### src/rtl/word_scan_pkg.sv
// ----------------------------------------------------------------------------
// word_scan_pkg
// Shared constants and types for the word scan sequencer slice.
//   N_WORDS : number of words in the bank (sweep covers 0..N_WORDS-1)
//   WIDTH   : bits per word, equal to the external mux output width
//   SEL_W   : select/index width, 2**SEL_W >= N_WORDS
//   state_t : sequencer FSM states
// ----------------------------------------------------------------------------
package word_scan_pkg;

    localparam int N_WORDS = 12;
    localparam int WIDTH   = 4;
    localparam int SEL_W   = 4;

    typedef enum logic [1:0] {
        S_IDLE,
        S_SCAN,
        S_HOLD,
        S_DONE
    } state_t;

endpackage

### src/rtl/word_scan_sequencer_if.sv
// ----------------------------------------------------------------------------
// word_scan_sequencer_if
// Bundles the host write port, the sweep control, the link to the external
// 12:4 mux and the valid/ready output stream of word_scan_sequencer.
//   slave  : view used by word_scan_sequencer
//   master : view used by whatever drives the host side, the mux result and
//            the downstream consumer
// ----------------------------------------------------------------------------
interface word_scan_sequencer_if;
    import word_scan_pkg::*;

    logic                     wr_ena;
    logic [SEL_W-1:0]         wr_addr;
    logic [WIDTH-1:0]         wr_data;
    logic                     start;
    logic                     busy;
    logic                     done;
    logic [N_WORDS*WIDTH-1:0] mux_a;
    logic [SEL_W-1:0]         mux_s;
    logic [WIDTH-1:0]         mux_y;
    logic                     out_valid;
    logic                     out_ready;
    logic [WIDTH-1:0]         out_data;
    logic [SEL_W-1:0]         out_index;

    modport slave (
        input  wr_ena, wr_addr, wr_data, start, mux_y, out_ready,
        output busy, done, mux_a, mux_s, out_valid, out_data, out_index
    );

    modport master (
        output wr_ena, wr_addr, wr_data, start, mux_y, out_ready,
        input  busy, done, mux_a, mux_s, out_valid, out_data, out_index
    );

endinterface

### src/rtl/word_bank.sv
// ----------------------------------------------------------------------------
// word_bank
// N_WORDS x WIDTH register file exposed as one flat vector for the mux.
// Ports:
//   clk, rst_n : clock, asynchronous active-low reset (clears all words)
//   wr_ena     : write strobe
//   wr_addr    : word index; indices >= N_WORDS are ignored
//   wr_data    : word to store
//   lock       : high while a sweep runs; blocks all writes
//   mux_a      : word i at [WIDTH*i +: WIDTH], straight from the registers
// ----------------------------------------------------------------------------
module word_bank
    import word_scan_pkg::*;
(
    input  logic                     clk,
    input  logic                     rst_n,
    input  logic                     wr_ena,
    input  logic [SEL_W-1:0]         wr_addr,
    input  logic [WIDTH-1:0]         wr_data,
    input  logic                     lock,
    output logic [N_WORDS*WIDTH-1:0] mux_a
);

    logic [WIDTH-1:0] bank_q [N_WORDS];
    logic             wr_accept;

    // The address range check keeps the padding mux slots unwritable.
    assign wr_accept = wr_ena & ~lock & (wr_addr < SEL_W'(N_WORDS));

    always_ff @(posedge clk or negedge rst_n) begin
        if (!rst_n) begin
            for (int i = 0; i < N_WORDS; i++) begin
                bank_q[i] <= '0;
            end
        end else if (wr_accept) begin
            bank_q[wr_addr] <= wr_data;
        end
    end

    for (genvar g = 0; g < N_WORDS; g++) begin : g_pack
        assign mux_a[WIDTH*g +: WIDTH] = bank_q[g];
    end

endmodule

### src/rtl/word_scan_sequencer.sv
// ----------------------------------------------------------------------------
// word_scan_sequencer
// Holds a word bank, presents it flat to an external 12:4 mux, sweeps the
// mux select over 0..N_WORDS-1 on start and streams every mux result out on
// a valid/ready port.
// Ports:
//   clk   : system clock, rising edge
//   rst_n : asynchronous active-low reset, aborts a sweep without a done pulse
//   bus   : word_scan_sequencer_if.slave (write port, start/busy/done,
//           mux_a/mux_s/mux_y, out_valid/out_ready/out_data/out_index)
// Configuration:
//   WORD_SCAN_SKIP_ZERO_EN : when defined, indices whose word reads zero
//                            advance without emitting a beat.
// ----------------------------------------------------------------------------
module word_scan_sequencer
    import word_scan_pkg::*;
(
    input  logic                clk,
    input  logic                rst_n,
    word_scan_sequencer_if.slave bus
);

    state_t                   state_q;
    state_t                   state_d;
    logic [SEL_W-1:0]         mux_s_q;
    logic                     out_valid_q;
    logic [WIDTH-1:0]         out_data_q;
    logic [SEL_W-1:0]         out_index_q;
    logic                     busy;
    logic                     done;
    logic                     last_index;
    logic                     skip_word;
    logic [N_WORDS*WIDTH-1:0] mux_a_w;

    word_bank u_bank (
        .clk     (clk),
        .rst_n   (rst_n),
        .wr_ena  (bus.wr_ena),
        .wr_addr (bus.wr_addr),
        .wr_data (bus.wr_data),
        .lock    (busy),
        .mux_a   (mux_a_w)
    );

    assign last_index = (mux_s_q == SEL_W'(N_WORDS - 1));

`ifdef WORD_SCAN_SKIP_ZERO_EN
    assign skip_word = (bus.mux_y == '0);
`else
    assign skip_word = 1'b0;
`endif

    always_ff @(posedge clk or negedge rst_n) begin
        if (!rst_n) begin
            state_q <= S_IDLE;
        end else begin
            state_q <= state_d;
        end
    end

    always_comb begin
        state_d = state_q;
        unique case (state_q)
            S_IDLE: if (bus.start) state_d = S_SCAN;
            S_SCAN: begin
                if (!skip_word) begin
                    state_d = S_HOLD;
                end else if (last_index) begin
                    state_d = S_DONE;
                end else begin
                    state_d = S_SCAN;
                end
            end
            S_HOLD: begin
                if (bus.out_ready) begin
                    state_d = last_index ? S_DONE : S_SCAN;
                end
            end
            S_DONE: state_d = S_IDLE;
            default: state_d = S_IDLE;
        endcase
    end

    always_comb begin
        busy = (state_q == S_SCAN) || (state_q == S_HOLD);
        done = (state_q == S_DONE);
    end

    // The mux is combinational off registered mux_a/mux_s, so mux_y has
    // settled by the end of the single SCAN cycle and can be captured there.
    always_ff @(posedge clk or negedge rst_n) begin
        if (!rst_n) begin
            mux_s_q     <= '0;
            out_valid_q <= 1'b0;
            out_data_q  <= '0;
            out_index_q <= '0;
        end else begin
            unique case (state_q)
                S_IDLE: begin
                    if (bus.start) mux_s_q <= '0;
                end
                S_SCAN: begin
                    if (skip_word) begin
                        if (!last_index) mux_s_q <= mux_s_q + 1'b1;
                    end else begin
                        out_data_q  <= bus.mux_y;
                        out_index_q <= mux_s_q;
                        out_valid_q <= 1'b1;
                    end
                end
                S_HOLD: begin
                    if (bus.out_ready) begin
                        out_valid_q <= 1'b0;
                        if (!last_index) mux_s_q <= mux_s_q + 1'b1;
                    end
                end
                S_DONE: mux_s_q <= '0;
                default: ;
            endcase
        end
    end

    assign bus.busy      = busy;
    assign bus.done      = done;
    assign bus.mux_a     = mux_a_w;
    assign bus.mux_s     = mux_s_q;
    assign bus.out_valid = out_valid_q;
    assign bus.out_data  = out_data_q;
    assign bus.out_index = out_index_q;

endmodule
### src/flat_wrapper.sv
// flat-port wrapper written by rule: the top's interface ports become plain ports
module word_scan_sequencer_flat import word_scan_pkg::*;
  (clk, rst_n, bus_wr_ena, bus_wr_addr, bus_wr_data, bus_start, bus_mux_y, bus_out_ready, bus_busy, bus_done, bus_mux_a, bus_mux_s, bus_out_valid, bus_out_data, bus_out_index);
  word_scan_sequencer_if bus_i ();
  input  logic clk;
  input  logic rst_n;
  input wire logic [$bits(bus_i.wr_ena)-1:0] bus_wr_ena;
  input wire logic [$bits(bus_i.wr_addr)-1:0] bus_wr_addr;
  input wire logic [$bits(bus_i.wr_data)-1:0] bus_wr_data;
  input wire logic [$bits(bus_i.start)-1:0] bus_start;
  input wire logic [$bits(bus_i.mux_y)-1:0] bus_mux_y;
  input wire logic [$bits(bus_i.out_ready)-1:0] bus_out_ready;
  output wire logic [$bits(bus_i.busy)-1:0] bus_busy;
  output wire logic [$bits(bus_i.done)-1:0] bus_done;
  output wire logic [$bits(bus_i.mux_a)-1:0] bus_mux_a;
  output wire logic [$bits(bus_i.mux_s)-1:0] bus_mux_s;
  output wire logic [$bits(bus_i.out_valid)-1:0] bus_out_valid;
  output wire logic [$bits(bus_i.out_data)-1:0] bus_out_data;
  output wire logic [$bits(bus_i.out_index)-1:0] bus_out_index;
  assign bus_i.wr_ena = bus_wr_ena;
  assign bus_i.wr_addr = bus_wr_addr;
  assign bus_i.wr_data = bus_wr_data;
  assign bus_i.start = bus_start;
  assign bus_i.mux_y = bus_mux_y;
  assign bus_i.out_ready = bus_out_ready;
  assign bus_busy = bus_i.busy;
  assign bus_done = bus_i.done;
  assign bus_mux_a = bus_i.mux_a;
  assign bus_mux_s = bus_i.mux_s;
  assign bus_out_valid = bus_i.out_valid;
  assign bus_out_data = bus_i.out_data;
  assign bus_out_index = bus_i.out_index;
  word_scan_sequencer u_core (.clk(clk), .rst_n(rst_n), .bus(bus_i));
endmodule
### config.mk
export PLATFORM = sky130hd
export DESIGN_NAME = word_scan_sequencer_flat
export DESIGN_NICKNAME = d
export VERILOG_FILES = /design/src/rtl/word_scan_pkg.sv /design/src/rtl/word_scan_sequencer_if.sv /design/src/rtl/word_bank.sv /design/src/rtl/word_scan_sequencer.sv /design/src/flat_wrapper.sv
export SDC_FILE = /design/constraint.sdc
export NUM_CORES = 1
export LEC_CHECK = 0
export ABC_CLOCK_PERIOD_IN_PS = 1900
export BUFFER_PORTS_ARGS = -buffer_cell sky130_fd_sc_hd__buf_2
export CAP_MARGIN = 10
export CELL_PAD_IN_SITES_DETAIL_PLACEMENT = 1
export CELL_PAD_IN_SITES_GLOBAL_PLACEMENT = 1
export CORE_MARGIN = 2
export CORE_UTILIZATION = 37
export CTS_CLUSTER_SIZE = 12
export DETAILED_ROUTE_END_ITERATION = 6
export GPL_TIMING_DRIVEN = 0
export PLACE_DENSITY = 0.77
export SYNTH_ARGS = -nofsm -noshare
export SYNTH_HDL_FRONTEND = slang
export SYNTH_SLANG_ARGS = --single-unit
### constraint.sdc
create_clock -name clk -period 1.9 [get_ports clk]
set_clock_uncertainty 0.2 [all_clocks]
set_input_delay 0.095 -clock clk [delete_from_list [all_inputs] [get_ports clk]]
set_output_delay 0.095 -clock clk [all_outputs]
set_load 0.03 [all_outputs]
# Word level (Yosys, flattened, before mapping)
# Cells that the tools add are included.
# totals
register_bits	63
inputBits	17
out_inout_bits	63
elab_cells	53
# op_classes
addsub	1
n_lt_le_gt_ge	3
eq_ne	7
mux	13
n_bitwise	5
reduce_logical	7
# op_table
operator	n
$bwmux 48	1
$demux 4 s4	1
$mux 4	4
$pmux 4 s3	1
$pmux 2 s4	1
$mux 2	3
$ne 2x2->1 const B	3
$ge 5x5->1 const B	1
$lt 5x1->1 const B	1
$not 4->5	1
$add 4x1->4 const B	1
$eq 2x2->1 const B	2
$eq 4x4->1 const B	1
$lt 4x4->1 const B	1
$reduce_and 2->1	2
$reduce_and 4->1	1
$and 1x1->1	2
$eq 2x1->1 const B	1
$logic_not 2->1	1
$not 1->1	2
$pmux 1 s2	1
$reduce_bool 2->1	1
$logic_and 1x1->1	1
$logic_or 1x1->1	1
$mux 1	1

# Longest topological paths before layout
# depth
ltp_word	6
ltp_mapped	6

# Hierarchy
# From an unflattened synthesis, not the netlist that was laid out.
# hier_totals
cells_unflattened	182
area_unflattened_um2	2712.6
# by_module_without_submodules
mod	instances	cells_each	area_per_inst_um2
word_bank	1	121	1925.6
word_scan_sequencer	1	61	787.0

# Least setup slack after synthesis
# Ideal clock, no wire load.
# synth_path
path_type	reg2reg
start	register u_core.state_q[1]
end	register u_core.u_bank.bank_q (netlist bit u_core.u_bank.mux_a[12])
arrival_ns	1.815
setup_slack_ns	-0.240
stages_incl_launch_ff	6
n_path_buf	0
period_less_slack_ns	2.140
path_cell_list	dfrtp_1 inv_1 ha_1 nand4b_1 or3_4 mux2_4
# synth_via
elab_chain_len	5
elab_cells_between_ends	6
classes_between	eq/ne: 2; bitwise: 3; reduce/logical: 1
# synth_lines
item	line	rtl
start: declaration	word_scan_sequencer.sv:23	state_t state_q;
start signal: assignment	word_scan_sequencer.sv:57	state_q <= state_d;
$eq 2x1->1 or $eq 2x2->1 (tied branches)	word_scan_sequencer.sv:85	busy = (state_q == S_SCAN) || (state_q == S_HOLD);
$logic_or 1x1->1 (*)	word_scan_sequencer.sv:85	
named net bus_busy	flat_wrapper.sv:13	output wire logic [$bits(bus_i.busy)-1:0] bus_busy;
$not 1->1 (*)	word_bank.sv:28	assign wr_accept = wr_ena & ~lock & (wr_addr < SEL_W'(N_WORDS));
$and 1x1->1 (*) (2 in a row)	word_bank.sv:28	
end signal: indexed assignment	word_bank.sv:36	bank_q[wr_addr] <= wr_data;
end: declaration	word_bank.sv:24	logic [WIDTH-1:0] bank_q [N_WORDS];
# The timed path passes the listed nets; every way through them passes the cells marked *.
# A chain may end at the register's enable or synchronous reset.

# Worst setup path after layout
# layout_path
start	register u_core.state_q[0]
end	register u_core.u_bank.bank_q (netlist bit u_core.u_bank.mux_a[12])
# layout_via
elab_chain_len	5
elab_cells_between_ends	6
classes_between	eq/ne: 2; bitwise: 3; reduce/logical: 1
# layout_lines
item	line
$eq 2x1->1 or $eq 2x2->1 (tied branches)	word_scan_sequencer.sv:85
$logic_or 1x1->1 (*)	word_scan_sequencer.sv:85
$not 1->1 (*)	word_bank.sv:28
$and 1x1->1 (*) (2 in a row)	word_bank.sv:28
# Every way passes the cells marked *; elsewhere a longest branch is shown, timed or not.

==> impl_metrics.toml <==
[clock_tree]
insertion_delay_ns = 0.34
cts_tree = "yes"
clk_pin_slew_ns = 0.07
htree_levels = 3
numCtsBuffers = 9
root_buffer = "clkbuf_8"
cts_buffer_depth = 2
cts.sinks = 63

[layout]
drive_gt1_share_pct = 64.07
nets = 313
syn2layout_area_growth_pct = 38.35
n_antenna_cell = 0

[timing]
slew_headroom_pct = 61.50
max_freq_ghz = 0.5040
drv_slew = 0
setup_viol = 12
period_needed_ns = 1.984
tns_ns = -0.5167
period_share_pct = 104.4
rsz0062_at_grt = "true"
fin_hold_ws_ns = 0.002496
hold_viol_final = 0
fin_ws_ns = -0.08411
worst_pin_slew_ns = 0.5775

[pwr]
power.density_nw_per_um2 = 1733
swShare_pct = 41.07
pwr-share-clk_pct = 18.8
seqPwrFrac_pct = 33.5
comb_power_share_pct = 47.6
irDropWorstVdd_uv = 825.7
power.switching_mw = 2.637
power_leakage_nw = 1.878
internal_power_mw = 3.784

[detailed_routing]
wl_mm = 6.815
drt_pass1_iterations = 3
antenna_left = 0
vias = 1887
via_per_inst = 4.789
drt-initial-drc-count = 29
wl_per_cell_um = 17.30
post-route-drc-count = 0

[worst_setup_path]
cp-end-kind = "flop"
cp-endpoint = "u_core.u_bank.mux_a[12]"
critPathMaxFanout = 5
cp_num_buf_inv = 1
path_depth = 5
crit_arrival_ns = 2.02
r2r_end = "u_core.u_bank.mux_a[12]"
startpoint = "u_core.state_q[0]"
path_cells = "inv_2 > ha_4 > nand4b_1 > or3_4 > mux2_4"
reg2reg_depth = 5
cp_slowest_stage_delay_ns = 0.41
path_class = "reg -> reg"
cp.required_ns = 1.93
rrSetupSlack_ns = -0.08
cp-start-kind = "flop"
slowest_stage = "or3_4"
cp_top_family = "simple AND/OR/NAND/NOR gates"
r2r_start = "u_core.state_q[0]"

[die]
die_w_um = 89.09
dieArea_um2 = 7937
io-pin-count = 80
start_util_pct = 37.54
fp.dieH_um = 89.09
core-area_um2 = 7137
rows = 31

[grt]
grt_use_total_pct = 17.93
first_global_vias = 2029
overflow = 0
grt_start_max_net_pins = 41
grt_pass1_wl_mm = 10.36
antenna_found_initial = 0

[synth]
synth_fp_nets = 203
ys_types = 32
ys_warn_count = 0
syn_area_um2 = 2679
avgSynthCellArea_um2 = 14.88
yosysSeqAreaShare_pct = 58.85
netlist_instances = 180
ys_ff_latch = 63

[run_status]
violations = "setup timing"
outcome = "finished with violations"

[run]
cap_violations = 0

[place]
post-dp-hpwl_mm = 4.495
gp_congestion = 0.7080
port_buffers = 79

[hold_path]
hp-class = "in -> reg"
## worst register-to-register path, cell delays in order (launching register included)
cell	delay, ns
dfrtp_1	0.39
inv_2	0.11
ha_4	0.23
nand4b_1	0.23
or3_4	0.41
mux2_4	0.31
## cells in the final DEF (no fill, tap or decap), drive strengths merged
cell	n
clkbuf	18
nor4	2
and2b	3
or3	2
dlygate4sd3	12
ha	6
nor2	3
o21ai	1
clkinvlp	1
mux2	57
and4bb	2
a211o	1
buf	90
nand2	11
bufinv	1
o311ai	1
nor4b	1
nand4b	1
mux2i	1
nand4bb	1
nand3	2
o31a	1
o41ai	1
or2b	1
nor2b	4
inv	4
o22ai	1
dfrtp	63
o31ai	2
and4b	1
## kinds of logic (layout without fill, tap and decap cells)
| group | Yosys count | in the layout | synth area share (%) |
|---|---|---|---|
| mux | 58 | 58 | 24.89 |
| fa+ha+maj | 6 | 6 | 2.802 |
| simple gates | 34 | 34 | 8.967 |
| compound gates | 8 | 8 | 2.569 |
| flops | 63 | 63 | 58.85 |
| buf+inv | 11 | 126 | 1.914 |
## state kept, by name, summed over array words and instances (netlist names)
| name | count |
|---|---|
| u_core.u_bank.mux_a | 48 |
| u_core.bus.mux_s | 4 |
| u_core.bus.out_index | 4 |
| u_core.bus.out_data | 4 |
| u_core.bus.out_valid | 1 |
| u_core.state_q | 2 |
## worst min path at each step
stage | startpoint | to | cells after the start
6_report | bus_start | u_core.state_q[0] | 3
5_1_grt | bus_start | u_core.state_q[0] | 3
4_1_cts | bus_start | u_core.state_q[0] | 3
3_5_place_dp | rst_n | u_core.state_q[1] | 1
3_3_place_gp | bus_out_ready | u_core.bus.out_valid | 2
2_1_floorplan | rst_n | u_core.bus.mux_s[0] | 0
## area by class of cell
type                            instances  area [um2]
Multi-Input combinational cell        106        1156
Inverter                                4       15.01
Sequential cell                        63        1578
Buffer                                  5       20.02
Clock buffer                           14       172.7
Fill cell                             750        3431
Clock inverter                          2       37.54
Timing Repair Buffer                  101       603.1
Tap cell                               99       123.9
## layer usage
layer  GRT usage [%]  up-vias  routed length, um  share of wire, %
met5               0        -                  0                 0
met4           7.734        0                107               1.6
met3           6.371       10                427               6.3
met2           30.24       58               3537                52
met1           20.61      964               2743                40
li1                -      855                  -                 -
## power by group through the flow
| stage | sequential [mW] | clock (mW) | combinational (mW) |
|---|---|---|---|
| 2_1_floorplan | 3.15 | 0 | 0.998 |
| 3_3_place_gp | 2.14 | 0 | 2.74 |
| 3_5_place_dp | 2.17 | 0 | 2.82 |
| 4_1_cts | 2.15 | 1.25 | 2.96 |
| 5_1_grt | 2.23 | 1.30 | 3.24 |
| 6_report | 2.15 | 1.21 | 3.06 |
## metrics by stage
stage	instance area (um2)	utilization, %	setup WS (ns)	total power, mW	instances
2_1_floorplan	2691	-	-0.03817	4.152	180
5_1_grt	3706	51.93	-0.1074	6.768	394
6_report	3706	51.93	-0.08411	6.421	394
3_5_place_dp	3231	45.27	-0.1192	4.989	359
4_1_cts	3631	50.88	-0.05249	6.359	391
3_3_place_gp	3211	44.99	-0.08891	4.884	358
## synthesized netlist by cell type
cell / count / share of area [%]
dfrtp_1: 63 / 59
mux2_2: 53 / 22
nand2_1: 11 / 1.5
ha_1: 6 / 2.8
clkbuf_1: 4 / 0.56
inv_1: 4 / 0.56
mux2_4: 4 / 2.2
nor2b_1: 4 / 0.93
nor2_1: 3 / 0.42
and2b_1: 2 / 0.56
and4bb_2: 2 / 0.93
nand3_1: 2 / 0.37
o31ai_1: 2 / 0.56
or3_4: 2 / 0.84
a211o_1: 1 / 0.33
and2b_4: 1 / 0.37
and4b_1: 1 / 0.37
buf_2: 1 / 0.19
buf_6: 1 / 0.42
clkbuf_2: 1 / 0.19
mux2i_1: 1 / 0.37
nand4b_1: 1 / 0.33
nand4bb_1: 1 / 0.42
nor4_1: 1 / 0.23
nor4_4: 1 / 0.79
nor4b_2: 1 / 0.56
o21ai_0: 1 / 0.19
o22ai_1: 1 / 0.23
o311ai_2: 1 / 0.61
o31a_1: 1 / 0.33
o41ai_1: 1 / 0.33
or2b_1: 1 / 0.28
## repair_timing
item                                    in CTS  in global routing
buffers inserted                             6                  3
hold buffers                                12                  0
pin swaps                                    1                  1
endpoints found under the setup margin      51                 49
resized for setup                           14                 15
hold endpoints to repair                    72                  0
Power figures use the tool's default switching activity.
